## src/rtl/cpu_dout_display.sv

```systemverilog
// rtl/cpu_dout_display.sv - Dout/Dval capture, double-dabble decimal conversion, 4-digit 7-seg scan
// Optional hex display mode: define CPU_DOUT_DISPLAY_HEX_MODE_EN.
module cpu_dout_display #(
  parameter int SCAN_DIV = 50000
) (
  input  logic       Clock,
  input  logic       Reset,
  input  logic [7:0] Dout,
  input  logic       Dval,
  input  logic       Signed,
`ifdef CPU_DOUT_DISPLAY_HEX_MODE_EN
  input  logic       HexMode,
`endif
  output logic [6:0] Seg,
  output logic [3:0] Digit,
  output logic [7:0] Value,
  output logic       Busy
);

  localparam int CW = $clog2(SCAN_DIV);
  localparam logic [CW-1:0] SCAN_LAST = CW'(SCAN_DIV - 1);
  localparam logic [4:0] SYM_DASH  = 5'd16;
  localparam logic [4:0] SYM_BLANK = 5'd17;

  typedef enum logic [1:0] {IDLE, LOAD, SHIFT, DONE} state_t;

  state_t      state;
  logic        dval_d;
  logic        rise;
  logic        sgn;
  logic        conv_sgn;
  logic        pending;
  logic        hex_sel;
  logic        hex_req;
  logic        next_hex;
  logic [7:0]  next_val;
  logic [7:0]  mag;
  logic [11:0] bcd;
  logic [2:0]  iter;
  logic        disp_sgn;
  logic        disp_hex;
  logic [3:0]  disp_hun;
  logic [3:0]  disp_ten;
  logic [3:0]  disp_one;
  logic [CW-1:0] scan_cnt;
  logic [1:0]  digit_idx;
  logic [4:0]  sym;

`ifdef CPU_DOUT_DISPLAY_HEX_MODE_EN
  assign hex_sel = HexMode;
`else
  assign hex_sel = 1'b0;
`endif

  assign rise     = Dval & ~dval_d;
  assign next_hex = rise ? hex_sel : hex_req;
  assign next_val = rise ? Dout : Value;

  function automatic logic [11:0] dd_adjust(input logic [11:0] b);
    logic [11:0] r;
    for (int i = 0; i < 3; i++)
      r[i*4 +: 4] = (b[i*4 +: 4] >= 4'd5) ? b[i*4 +: 4] + 4'd3 : b[i*4 +: 4];
    return r;
  endfunction

  function automatic logic [6:0] seg_code(input logic [4:0] s);
    case (s)
      5'd0:    seg_code = 7'b1000000;
      5'd1:    seg_code = 7'b1111001;
      5'd2:    seg_code = 7'b0100100;
      5'd3:    seg_code = 7'b0110000;
      5'd4:    seg_code = 7'b0011001;
      5'd5:    seg_code = 7'b0010010;
      5'd6:    seg_code = 7'b0000010;
      5'd7:    seg_code = 7'b1111000;
      5'd8:    seg_code = 7'b0000000;
      5'd9:    seg_code = 7'b0010000;
      5'd10:   seg_code = 7'b0001000;
      5'd11:   seg_code = 7'b0000011;
      5'd12:   seg_code = 7'b1000110;
      5'd13:   seg_code = 7'b0100001;
      5'd14:   seg_code = 7'b0000110;
      5'd15:   seg_code = 7'b0001110;
      SYM_DASH: seg_code = 7'b0111111;
      default: seg_code = 7'b1111111;
    endcase
  endfunction

  always_ff @(posedge Clock or posedge Reset) begin
    if (Reset) begin
      state    <= IDLE;
      dval_d   <= 1'b0;
      Value    <= 8'd0;
      sgn      <= 1'b0;
      conv_sgn <= 1'b0;
      pending  <= 1'b0;
      hex_req  <= 1'b0;
      mag      <= 8'd0;
      bcd      <= 12'd0;
      iter     <= 3'd0;
      disp_sgn <= 1'b0;
      disp_hex <= 1'b0;
      disp_hun <= 4'd0;
      disp_ten <= 4'd0;
      disp_one <= 4'd0;
      Busy     <= 1'b0;
    end else begin
      dval_d <= Dval;
      Busy   <= (state != IDLE);
      if (rise) begin
        Value   <= Dout;
        sgn     <= Signed & Dout[7];
        hex_req <= hex_sel;
      end
      case (state)
        IDLE: begin
          if (rise) begin
            if (hex_sel) begin
              disp_hex <= 1'b1;
              disp_sgn <= 1'b0;
              disp_hun <= 4'd0;
              disp_ten <= Dout[7:4];
              disp_one <= Dout[3:0];
            end else begin
              state <= LOAD;
            end
          end
        end
        LOAD: begin
          // 8-bit two's-complement negate maps -128 onto 0x80, i.e. magnitude 128
          mag      <= sgn ? (~Value + 8'd1) : Value;
          conv_sgn <= sgn;
          bcd      <= 12'd0;
          iter     <= 3'd0;
          state    <= SHIFT;
          if (rise) pending <= 1'b1;
        end
        SHIFT: begin
          {bcd, mag} <= {dd_adjust(bcd), mag} << 1;
          iter       <= iter + 3'd1;
          if (iter == 3'd7) state <= DONE;
          if (rise) pending <= 1'b1;
        end
        DONE: begin
          pending <= 1'b0;
          // A rise landing in DONE itself is folded into the pending decision
          if ((pending | rise) && next_hex) begin
            disp_hex <= 1'b1;
            disp_sgn <= 1'b0;
            disp_hun <= 4'd0;
            disp_ten <= next_val[7:4];
            disp_one <= next_val[3:0];
            state    <= IDLE;
          end else begin
            disp_hex <= 1'b0;
            disp_sgn <= conv_sgn;
            disp_hun <= bcd[11:8];
            disp_ten <= bcd[7:4];
            disp_one <= bcd[3:0];
            state    <= (pending | rise) ? LOAD : IDLE;
          end
        end
        default: state <= IDLE;
      endcase
    end
  end

  always_comb begin
    sym = SYM_BLANK;
    case (digit_idx)
      2'd0: sym = {1'b0, disp_one};
      2'd1: if (disp_hex || disp_hun != 4'd0 || disp_ten != 4'd0) sym = {1'b0, disp_ten};
      2'd2: if (!disp_hex && disp_hun != 4'd0) sym = {1'b0, disp_hun};
      default: if (disp_sgn) sym = SYM_DASH;
    endcase
  end

  always_ff @(posedge Clock or posedge Reset) begin
    if (Reset) begin
      scan_cnt  <= '0;
      digit_idx <= 2'd0;
      Seg       <= 7'h7F;
      Digit     <= 4'hF;
    end else begin
      Seg   <= seg_code(sym);
      Digit <= ~(4'b0001 << digit_idx);
      if (scan_cnt == SCAN_LAST) begin
        scan_cnt  <= '0;
        digit_idx <= digit_idx + 2'd1;
      end else begin
        scan_cnt <= scan_cnt + 1'b1;
      end
    end
  end

endmodule

```

## config.mk

```make
export PLATFORM = sky130hd
export DESIGN_NAME = cpu_dout_display
export DESIGN_NICKNAME = d
export VERILOG_FILES = /design/src/rtl/cpu_dout_display.sv
export SDC_FILE = /design/constraint.sdc
export NUM_CORES = 1
export LEC_CHECK = 0
export CAP_MARGIN = 10
export CORE_ASPECT_RATIO = 1.75
export CORE_MARGIN = 1.5
export CORE_UTILIZATION = 40
export DETAILED_ROUTE_END_ITERATION = 8
export GPL_ROUTABILITY_DRIVEN = 0
export PLACE_DENSITY_LB_ADDON = 0.2
export SLEW_MARGIN = 20
export SYNTH_ARGS = -nofsm -noshare
export SYNTH_HDL_FRONTEND = slang
export SYNTH_SLANG_ARGS = --single-unit
```

## constraint.sdc

```tcl
create_clock -name Clock -period 2.54 [get_ports Clock]
set_input_delay 0.508 -clock Clock [delete_from_list [all_inputs] [get_ports Clock]]
set_output_delay 0.508 -clock Clock [all_outputs]
set_load 0.05 [all_outputs]
```

==> flow_summary.json <==
{
  "outcome": "completed",
  "tritoncts": "built",
  "vias": 3012,
  "synth_adder_area_share_pct": 7.423,
  "dp.cells": 561,
  "design_area_sq_mm": 0.005125,
  "placed_cell_area_sq_mm": 0.004811,
  "htreeDepth": 3,
  "core_area_sq_mm": 0.01024,
  "nets": 482,
  "grt-busiest-layer": "met2",
  "clock_latency_ns": 0.34,
  "grt_pass1_wl_um": 15390,
  "worst-setup-path-type": "reg2reg",
  "drive_gt1_share_pct": 19.56,
  "avgViaCountPerCell": 5.220,
  "drcViolationCount": 0,
  "critPathLaunchType": "flip-flop",
  "synthArstFlopShare_pct": 100.0,
  "grt_util_met2_pct": 32.91,
  "grt_use_total_pct": 17.86,
  "syn_to_final_growth_pct": 21.62,
  "seq_area_frac_synth_pct": 49.02,
  "max_cap_viol_count": 0,
  "synth-xor-area-share_pct": 4.988,
  "first_global_vias": 3288,
  "power_leakage_uw": 0.002213,
  "die-area_sq_mm": 0.01118,
  "synth_compound_area_share_pct": 12.86,
  "worst_slew_pin_slew_ns": 0.7298,
  "multiInputGateArea_sq_mm": 0.002007,
  "finalCoreUtilization_pct": 50.06,
  "antenna_found_initial": 0,
  "die_x_um": 80.59,
  "clk_pin_slew_ns": 0.06,
  "arrival_ns": 2.68,
  "grt_use_met3_pct": 2.697,
  "drtIter0Drc": 101,
  "fin_crit_sh_pct": 94.83,
  "synth_area_sq_mm": 0.004214,
  "yosys-top-cells-area": "dfrtp_1, ha_1, mux2_2",
  "dp_hpwl_um": 6648,
  "yosys_most_used_dff": "dfrtp_1",
  "wl_per_cell_um": 15.21,
  "start_util_pct": 41.16,
  "final.setup.tns_ns": 0,
  "fill_cells": 935,
  "synth_area_leader_cell": "dfrtp_1",
  "power-per-cell-area_mw_per_mm2": 861.6,
  "grt.overflow.total": 0,
  "hp-class": "reg2reg",
  "ioPinCount": 32,
  "fin_skew_ns": 0.005625,
  "synth_edf_count": 0,
  "ys_seq_elements": 82,
  "rsz0062_at_grt": "false",
  "required_ns": 2.81,
  "hold_violations": 0,
  "final.min_clock_period_ns": 2.409,
  "yosysWarnings": 0,
  "crit_start": "digit_idx[1]",
  "syn_area_per_cell_sq_um": 10.67,
  "antenna_cells": 0,
  "synth_cells": 395,
  "cts.sinks": 82,
  "max_slew_margin_pct": 51.35,
  "holdCritStartpoint": "scan_cnt[0]",
  "crit_path_end_kind": "flip-flop",
  "final_cells": 577,
  "port_buffers": 31,
  "grt_max_degree": 42,
  "crit_fanout": 5,
  "synth_most_common_cell": "dfrtp_1",
  "rows": 49,
  "synth.top_cell.area_share_pct": 42.16,
  "synth_mux_area_share_pct": 9.412,
  "synth_top_family_by_area": "compound AO/OA/AOI/OAI gates",
  "cts_root_buf": "clkbuf_16",
  "cts_buffer_depth": 2,
  "synthSimpleGateAreaFrac_pct": 11.85,
  "r2r-start": "digit_idx[1]",
  "power_uw": 4416,
  "drtPass1Iterations": 4,
  "seq_area_sq_mm": 0.002066,
  "synth.distinct_cells": 59,
  "synth_common_cells": "dfrtp_1, inv_1, nand2_1, o21ai_0, mux2_2",
  "drtAntennaViolNets": 0,
  "cts_buffers": 9,
  "vdd_drop_max_v": 0.0004594,
  "fmax_mhz": 415.2,
  "grt_use_met1_pct": 19.37,
  "slew_violations": 0,
  "die_h_um": 138.8,
  "setup_viol": 0,
  "syn-num-nets": 432,
  "wirelength_um": 8779
}
## cell families after synthesis
logic type               Yosys count
XOR/XNOR                          24
adder cells (fa/ha/maj)           25
multiplexers                      35
AO/OA/AOI/OAI                     83
flip-flops                        82
AND/OR/NAND/NOR                   97
buffers and inverters             49
## critical path: stages, from the launching register on
cell and delay [ns]:
dfrtp_1 0.43, inv_1 0.16, ha_2 0.23, a22oi_1 0.07, o31a_2 0.12, or2_2 0.32
ha_1 0.32, inv_1 0.04, mux4_2 0.43, or2_1 0.21
## cell type report
class                   count  share of cell area, %
multi-input cells         264                  39.16
clock inverters             3                 0.2686
repair buffers             52                  9.375
well taps                 127                  3.101
flip-flops and latches     82                  40.31
clock buffers              13                  5.078
inverters                  36                  2.710
## final timing paths
check                                   end  cells after the start  slack, ns
worst max-delay path                 Seg[3]                      9       0.13
worst min-delay path            scan_cnt[0]                      1       0.48
worst max register to register       Seg[3]                      9       0.13
worst min register to register  scan_cnt[0]                      1       0.48
max in group asynchronous          Digit[0]                      3       1.39
min in group asynchronous            Seg[3]                      2       0.70
## routing by layer
layer / vias to the layer above / routed length, um
met3: 14 / 180
met1: 1483 / 3482
li1: 1481 / -
met5: - / 0
met4: 0 / 203
met2: 34 / 4912
## placed cells by master, fill, tap and decap left out, types with 8 or more instances in the layout
cell	n
dfstp_2	11
mux2_2	26
clkbuf_16	9
nand2_1	33
inv_1	33
ha_1	21
o22ai_1	10
o21ai_0	31
xnor2_1	16
xor2_1	8
nor2_1	15
dfrtp_1	71
clkdlybuf4s50_1	31
a21oi_1	9
buf_4	20
## where the power goes
| group | switching [uW] | leakage, uW | internal (uW) |
|---|---|---|---|
| Clock | 491 | 0.000137 | 709 |
| Sequential | 148 | 0.00104 | 1530 |
| Combinational | 878 | 0.00103 | 656 |
| Total | 1520 | 0.00221 | 2900 |
## per-stage QoR
| stage | hold slack [ns] | worst slack, ns |
|---|---|---|
| 2_1_floorplan | 0.4329 | -0.04472 |
| 4_1_cts | 0.4714 | 0.05772 |
| 3_3_place_gp | 0.4535 | 0.1233 |
| 5_1_grt | 0.4924 | 0.002508 |
| 3_5_place_dp | 0.4653 | 0.06878 |
| 6_report | 0.4763 | 0.1314 |
## flip-flops by register name (all words and copies together), names as in the netlist, 2 cells and up
signal	flops
disp_one	4
Seg	7
bcd	12
digit_idx	2
Digit	4
disp_hun	4
state	2
scan_cnt	16
iter	3
mag	8
disp_ten	4
Value	8
## timing repair
item,4_1_cts,5_1_grt
setup endpoints to repair,0,2
hold buffers,0,0
gates resized for setup,0,11
setup buffers,0,0
(Power assumes the default switching activity.)
